$ cat src/rtl/facto_seq.sv
// facto_seq: bus-master sequencer in front of the factorial core.
// Accepts one operand at a time, programs the core over its slave register
// port (clear, interrupt enable, operand, start), waits for completion, reads
// RESULT_H/RESULT_L and presents the 128-bit result on an output stream.
//
// Ports:
//   clk, reset_n                      clock, synchronous active-low reset
//   in_valid/in_ready/in_operand      operand stream (64-bit)
//   out_valid/out_ready               result stream handshake
//   out_result_h/out_result_l         result bits 127:64 / 63:0
//   out_timeout                       job aborted, results forced to zero
//   m_sel/m_wr/m_addr/m_dout/m_din    core slave register port
//   interrupt                         core done interrupt
//   busy                              high whenever not idle
//
// Build option: define FACTO_SEQ_POLL_EN to replace interrupt-driven completion
// with periodic polling of OP_DONE every POLL_INTERVAL wait cycles.
module facto_seq #(
  parameter logic [15:0] BASE_ADDR     = 16'h7000,
  parameter int unsigned TIMEOUT       = 65535,
  parameter int unsigned POLL_INTERVAL = 16
) (
  input  logic        clk,
  input  logic        reset_n,
  input  logic        in_valid,
  output logic        in_ready,
  input  logic [63:0] in_operand,
  output logic        out_valid,
  input  logic        out_ready,
  output logic [63:0] out_result_h,
  output logic [63:0] out_result_l,
  output logic        out_timeout,
  output logic        m_sel,
  output logic        m_wr,
  output logic [15:0] m_addr,
  output logic [63:0] m_dout,
  input  logic [63:0] m_din,
  input  logic        interrupt,
  output logic        busy
);

  localparam int unsigned DW = 64;
  localparam int unsigned AW = 16;
  localparam int unsigned CW = 32;

  localparam logic [AW-1:0] OFF_START    = AW'(16'h00);
  localparam logic [AW-1:0] OFF_CLEAR    = AW'(16'h08);
  localparam logic [AW-1:0] OFF_DONE     = AW'(16'h10);
  localparam logic [AW-1:0] OFF_INTR_EN  = AW'(16'h18);
  localparam logic [AW-1:0] OFF_OPERAND  = AW'(16'h20);
  localparam logic [AW-1:0] OFF_RESULT_H = AW'(16'h28);
  localparam logic [AW-1:0] OFF_RESULT_L = AW'(16'h30);

  localparam logic [CW-1:0] WAIT_LAST = CW'(TIMEOUT - 1);

  // Reject configurations that would make the wait or poll period meaningless.
  if (TIMEOUT < 1 || POLL_INTERVAL < 1) begin : g_param_check
    $error("facto_seq: TIMEOUT and POLL_INTERVAL must be >= 1");
  end

  typedef enum logic [3:0] {
    S_IDLE, S_CLR_SET, S_CLR_REL, S_INTR, S_OPND, S_START,
    S_WAIT, S_RD_H, S_RD_L, S_OUT
  } state_t;

  state_t        r_state;
  state_t        w_next;
  logic [DW-1:0] r_operand;
  logic [CW-1:0] r_wait_cnt;
  logic [DW-1:0] r_res_h;
  logic [DW-1:0] r_res_l;
  logic          r_timeout;
  logic          w_done;
  logic          w_wait_last;

`ifdef FACTO_SEQ_POLL_EN
  localparam logic [CW-1:0] POLL_LAST = CW'(POLL_INTERVAL - 1);
  localparam logic [DW-1:0] INTR_EN_VAL = DW'(0);
  logic [CW-1:0] r_poll_cnt;
  logic          w_poll;

  // Completion is discovered by a read of OP_DONE on poll cycles only.
  assign w_poll = (r_state == S_WAIT) && (r_poll_cnt == POLL_LAST);
  assign w_done = w_poll && m_din[0];

  always_ff @(posedge clk) begin
    if (!reset_n || r_state != S_WAIT || r_poll_cnt == POLL_LAST) begin
      r_poll_cnt <= '0;
    end else begin
      r_poll_cnt <= r_poll_cnt + CW'(1);
    end
  end
`else
  localparam logic [DW-1:0] INTR_EN_VAL = DW'(1);
  assign w_done = interrupt;
`endif

  assign w_wait_last = (r_wait_cnt == WAIT_LAST);

  // State register.
  always_ff @(posedge clk) begin
    if (!reset_n) begin
      r_state <= S_IDLE;
    end else begin
      r_state <= w_next;
    end
  end

  // Next-state logic; completion wins over timeout in the same cycle.
  always_comb begin
    w_next = r_state;
    unique case (r_state)
      S_IDLE:    if (in_valid) w_next = S_CLR_SET;
      S_CLR_SET: w_next = S_CLR_REL;
      S_CLR_REL: w_next = S_INTR;
      S_INTR:    w_next = S_OPND;
      S_OPND:    w_next = S_START;
      S_START:   w_next = S_WAIT;
      S_WAIT: begin
        if (w_done) begin
          w_next = S_RD_H;
        end else if (w_wait_last) begin
          w_next = S_OUT;
        end
      end
      S_RD_H:    w_next = S_RD_L;
      S_RD_L:    w_next = S_OUT;
      S_OUT:     if (out_ready) w_next = S_IDLE;
      default:   w_next = S_IDLE;
    endcase
  end

  // Output decode: bus cycle and handshake flags from the current state.
  always_comb begin
    in_ready  = 1'b0;
    out_valid = 1'b0;
    busy      = (r_state != S_IDLE);
    m_sel     = 1'b0;
    m_wr      = 1'b0;
    m_addr    = '0;
    m_dout    = '0;
    unique case (r_state)
      S_IDLE:    in_ready = reset_n;
      S_CLR_SET: begin m_sel = 1'b1; m_wr = 1'b1; m_addr = BASE_ADDR + OFF_CLEAR;   m_dout = DW'(1); end
      S_CLR_REL: begin m_sel = 1'b1; m_wr = 1'b1; m_addr = BASE_ADDR + OFF_CLEAR;   m_dout = DW'(0); end
      S_INTR:    begin m_sel = 1'b1; m_wr = 1'b1; m_addr = BASE_ADDR + OFF_INTR_EN; m_dout = INTR_EN_VAL; end
      S_OPND:    begin m_sel = 1'b1; m_wr = 1'b1; m_addr = BASE_ADDR + OFF_OPERAND; m_dout = r_operand; end
      S_START:   begin m_sel = 1'b1; m_wr = 1'b1; m_addr = BASE_ADDR + OFF_START;   m_dout = DW'(1); end
      S_WAIT: begin
`ifdef FACTO_SEQ_POLL_EN
        if (w_poll) begin
          m_sel  = 1'b1;
          m_addr = BASE_ADDR + OFF_DONE;
        end
`endif
      end
      S_RD_H:    begin m_sel = 1'b1; m_addr = BASE_ADDR + OFF_RESULT_H; end
      S_RD_L:    begin m_sel = 1'b1; m_addr = BASE_ADDR + OFF_RESULT_L; end
      S_OUT:     out_valid = 1'b1;
      default:   ;
    endcase
  end

  // Operand latch, wait counter and result capture.
  always_ff @(posedge clk) begin
    if (!reset_n) begin
      r_operand  <= '0;
      r_wait_cnt <= '0;
      r_res_h    <= '0;
      r_res_l    <= '0;
      r_timeout  <= 1'b0;
    end else begin
      r_wait_cnt <= '0;
      unique case (r_state)
        S_IDLE: begin
          if (in_valid) begin
            r_operand <= in_operand;
            r_timeout <= 1'b0;
          end
        end
        S_WAIT: begin
          r_wait_cnt <= r_wait_cnt + CW'(1);
          if (!w_done && w_wait_last) begin
            r_timeout <= 1'b1;
            r_res_h   <= '0;
            r_res_l   <= '0;
          end
        end
        S_RD_H:  r_res_h <= m_din;
        S_RD_L:  r_res_l <= m_din;
        default: ;
      endcase
    end
  end

  assign out_result_h = r_res_h;
  assign out_result_l = r_res_l;
  assign out_timeout  = r_timeout;

  // OP_DONE offset is only addressed in the polling build.
  logic w_unused_off;
  assign w_unused_off = ^OFF_DONE;

endmodule

$ cat config.mk
export PLATFORM = sky130hd
export DESIGN_NAME = facto_seq
export DESIGN_NICKNAME = d
export VERILOG_FILES = /design/src/rtl/facto_seq.sv
export SDC_FILE = /design/constraint.sdc
export NUM_CORES = 1
export LEC_CHECK = 0
export ABC_AREA = 0
export BUFFER_PORTS_ARGS = -buffer_cell sky130_fd_sc_hd__buf_2
export CORE_UTILIZATION = 31
export DETAILED_ROUTE_END_ITERATION = 8
export GPL_TIMING_DRIVEN = 0
export HOLD_SLACK_MARGIN = 0.1
export SYNTH_ARGS = -nofsm -noshare
export SYNTH_HDL_FRONTEND = slang
export SYNTH_SLANG_ARGS = --single-unit
$ cat constraint.sdc
create_clock -name clk -period 5.2 [get_ports clk]
set_input_delay 0.26 -clock clk [delete_from_list [all_inputs] [get_ports clk]]
set_output_delay 0.26 -clock clk [all_outputs]
set_load 0.03 [all_outputs]
==> reports/summary.txt <==
final max-slew violation count = 0
Primary FF master, synth = dfxtp_1
Crit path depth = 6
crit-path leading delay family = buffers and inverters
WS Path Type = reg -> out
share of layout cells above drive strength 1 = 26.5%
Worst Path Required = 4940 ps
DR vias/cell = 4.65
setup TNS = 0 ps
Starting DRT DRC Count = 466
Distinct cells, synth = 46
final critical-path share of the clock period = 64.8%
overall power = 4.70 mW
Overflow after GRT = 0
Reg power frac = 41.1%
die height = 175 um
# rows = 62
Hold Crit Depth = 2
relative slew slack = 21.5%
clock group share of total power = 39.0%
cell area after layout = 0.0136 mm2
Mapped Avg Cell Area = 8.34 um2
worst slew pin tran = 1170 ps
global-route usage over all layers = 19.4%
TritonCTS sink count = 229
Switching Fraction = 29.5%
hpwl dp = 22.1 mm
CP bufs+invs = 4
antenna viol nets, final = 0
P_int = 3.31 mW
Die X = 175 um
Routed WL per cell = 15.3 um
Async S/R FF share, synth = 0%
P_sw = 1.39 mW
critical path's largest stage delay = 760 ps
commonest non-fill, non-tap cell in the layout = buf_2
Layout Cells excl Fill = 2015
crit path launch type = flop
clk slew on worst S/H paths = 60 ps
cts bufs inserted = 26
unrepaired setup endpoints after global routing = no
worst path cell trace = inv_1 -> nor4_1 -> buf_2 -> buf_2 -> nand2b_1 -> buf_2
total of max-cap violations = 0
CP arrival = 3110 ps
die area = 0.0306 mm2
initial antenna violation count = 0
min Tclk post-route = 3370 ps
Final #Nets = 1747
Final GP Congestion = 0.833
# setup viols final = 0
maximum clock path buffer count = 3
largest net degree at the start of global routing = 14
Reg2Reg Depth = 6
Seq/Total Area, Yosys = 49.5%
Highest Clock Rate = 0.297 GHz
dpl ws = 2290 ps
Worst Skew = 22.8 ps
cell taking the most area after synthesis = dfxtp_1
# diodes = 0
Synth Warn # = 0
Comb power frac = 19.9%
final worst slack = 1830 ps
CTS tree = done
Synth Cell Area = 0.00926 mm2
H-tree depth = 1
DRT Pass-1 Iters = 4
Hold Path Class = in -> reg
status = finished, final reports clean
initial core utilization = 31.9%
Core Region = 0.0290 mm2
Root Buffer = clkbuf_16
Vias = 9367
Top cell by count, worst path = buf_2
CP max FO = 10
Slowest-stage cell, CP = nor4_1
crit path capture type = output port
vias in the first global route = 9158
Leak = 5.89 nW
post-place instance area = 0.0115 mm2
Placed Cells = 1839
top cell type's share of synthesized area = 49.5%
Max VDD drop = 217 uV
post-synthesis register bit count = 229
area grow syn2layout = 47.1%
Power Dens Cells = 345 mW/mm2
Post-synth EDFFs = 0
largest cells by area after synthesis = dfxtp_1 (50%), nand2_1 (11%), mux2i_1 (7.3%)
most frequent cells in the layout = buf_2 (349), nand2_1 (273), dfxtp_1 (229)
IO Pins = 347
cell count after synthesis = 1110
post-CTS sizing = 0
DRC viols = 0
first-pass GRT wire length = 48.0 mm
PortBufs = 335
final-report hold violation count = 0
Clock Latency Late Sink = 540 ps
final WL = 30.8 mm
## worst register-to-register path: stages (launching register included)
cell and delay (ps):
dfxtp_1 450, inv_1 150, nor4_1 760, buf_2 470, buf_2 390, mux2i_1 260
nor2_2 40
## logic make-up after synthesis
| logic type | after synthesis | synth area share [%] |
|---|---|---|
| simple gates | 522 | 26.0 |
| flops | 229 | 49.5 |
| compound gates | 175 | 10.3 |
| buf+inv | 99 | 5.28 |
| mux | 68 | 7.35 |
| xor+xnor | 14 | 1.32 |
| fa+ha+maj | 2 | 0.270 |
| other cells | 1 | 0.0405 |
## synthesized netlist by cell type (3+ instances only)
master / n
nand2_1: 273
dfxtp_1: 229
nor2_1: 84
a21oi_1: 80
o21ai_0: 73
mux2i_1: 68
and2_1: 65
clkbuf_1: 46
nor4_1: 16
nand3_1: 15
nand4_1: 15
buf_2: 14
buf_4: 13
nor2_2: 10
inv_1: 9
xnor2_1: 9
o31ai_1: 8
or4_1: 8
nor3_1: 7
and4_1: 6
buf_1: 6
buf_6: 6
or3_1: 6
clkbuf_2: 5
xor2_1: 5
o22ai_1: 4
nand2b_1: 3
o21a_1: 3
## stage by stage
step	hold WS, ps	util, %
4_1_cts	168	47.0
5_1_grt	215	47.0
3_3_place_gp	438	39.5
6_report	201	47.0
2_1_floorplan	369	-
3_5_place_dp	443	39.5
## final cells by class
| class | count | area (um2) |
|---|---|---|
| Clock inverter | 7 | 77.6 |
| Timing Repair Buffer | 465 | 2980 |
| Sequential cell | 229 | 4580 |
| Clock buffer | 40 | 793 |
| Inverter | 9 | 33.8 |
| Tap cell | 384 | 480 |
| Buffer | 90 | 455 |
| Multi-Input combinational cell | 791 | 4230 |
| Fill cell | 2776 | 15400 |
## flip-flops by register name, indices dropped and copies added (netlist names)
signal / flops
out_result_h: 64
out_timeout: 1
out_result_l: 64
r_state: 4
r_operand: 64
r_wait_cnt: 32
## power by group through the flow
stage / Clock [mW] / Sequential, mW / Combinational, mW
2_1_floorplan: 0 / 2.05 / 0.482
3_3_place_gp: 0 / 1.96 / 0.853
3_5_place_dp: 0 / 1.97 / 0.859
4_1_cts: 1.88 / 1.93 / 0.938
5_1_grt: 1.96 / 1.95 / 1.01
6_report: 1.83 / 1.93 / 0.933
## per-layer routing
metal	track usage (%)	part of all wire (%)
met1	23.3	42
met4	7.43	3.4
met5	0	0
met3	4.94	7.9
met2	33.1	47
## what timing repair did
action / CTS / global route
hold buffers: 129 / 0
setup buffers: 0 / 0
endpoints found under the hold margin: 193 / 0
## worst paths after layout
kind / to / startpoint / slack [ps]
max: m_addr[5] / r_state[3] / 1830
min: out_timeout / reset_n / 200
max reg2reg: out_result_l[53] / r_state[3] / 2580
min reg2reg: r_operand[35] / r_operand[35] / 450
Power figures use the tool's default switching activity.
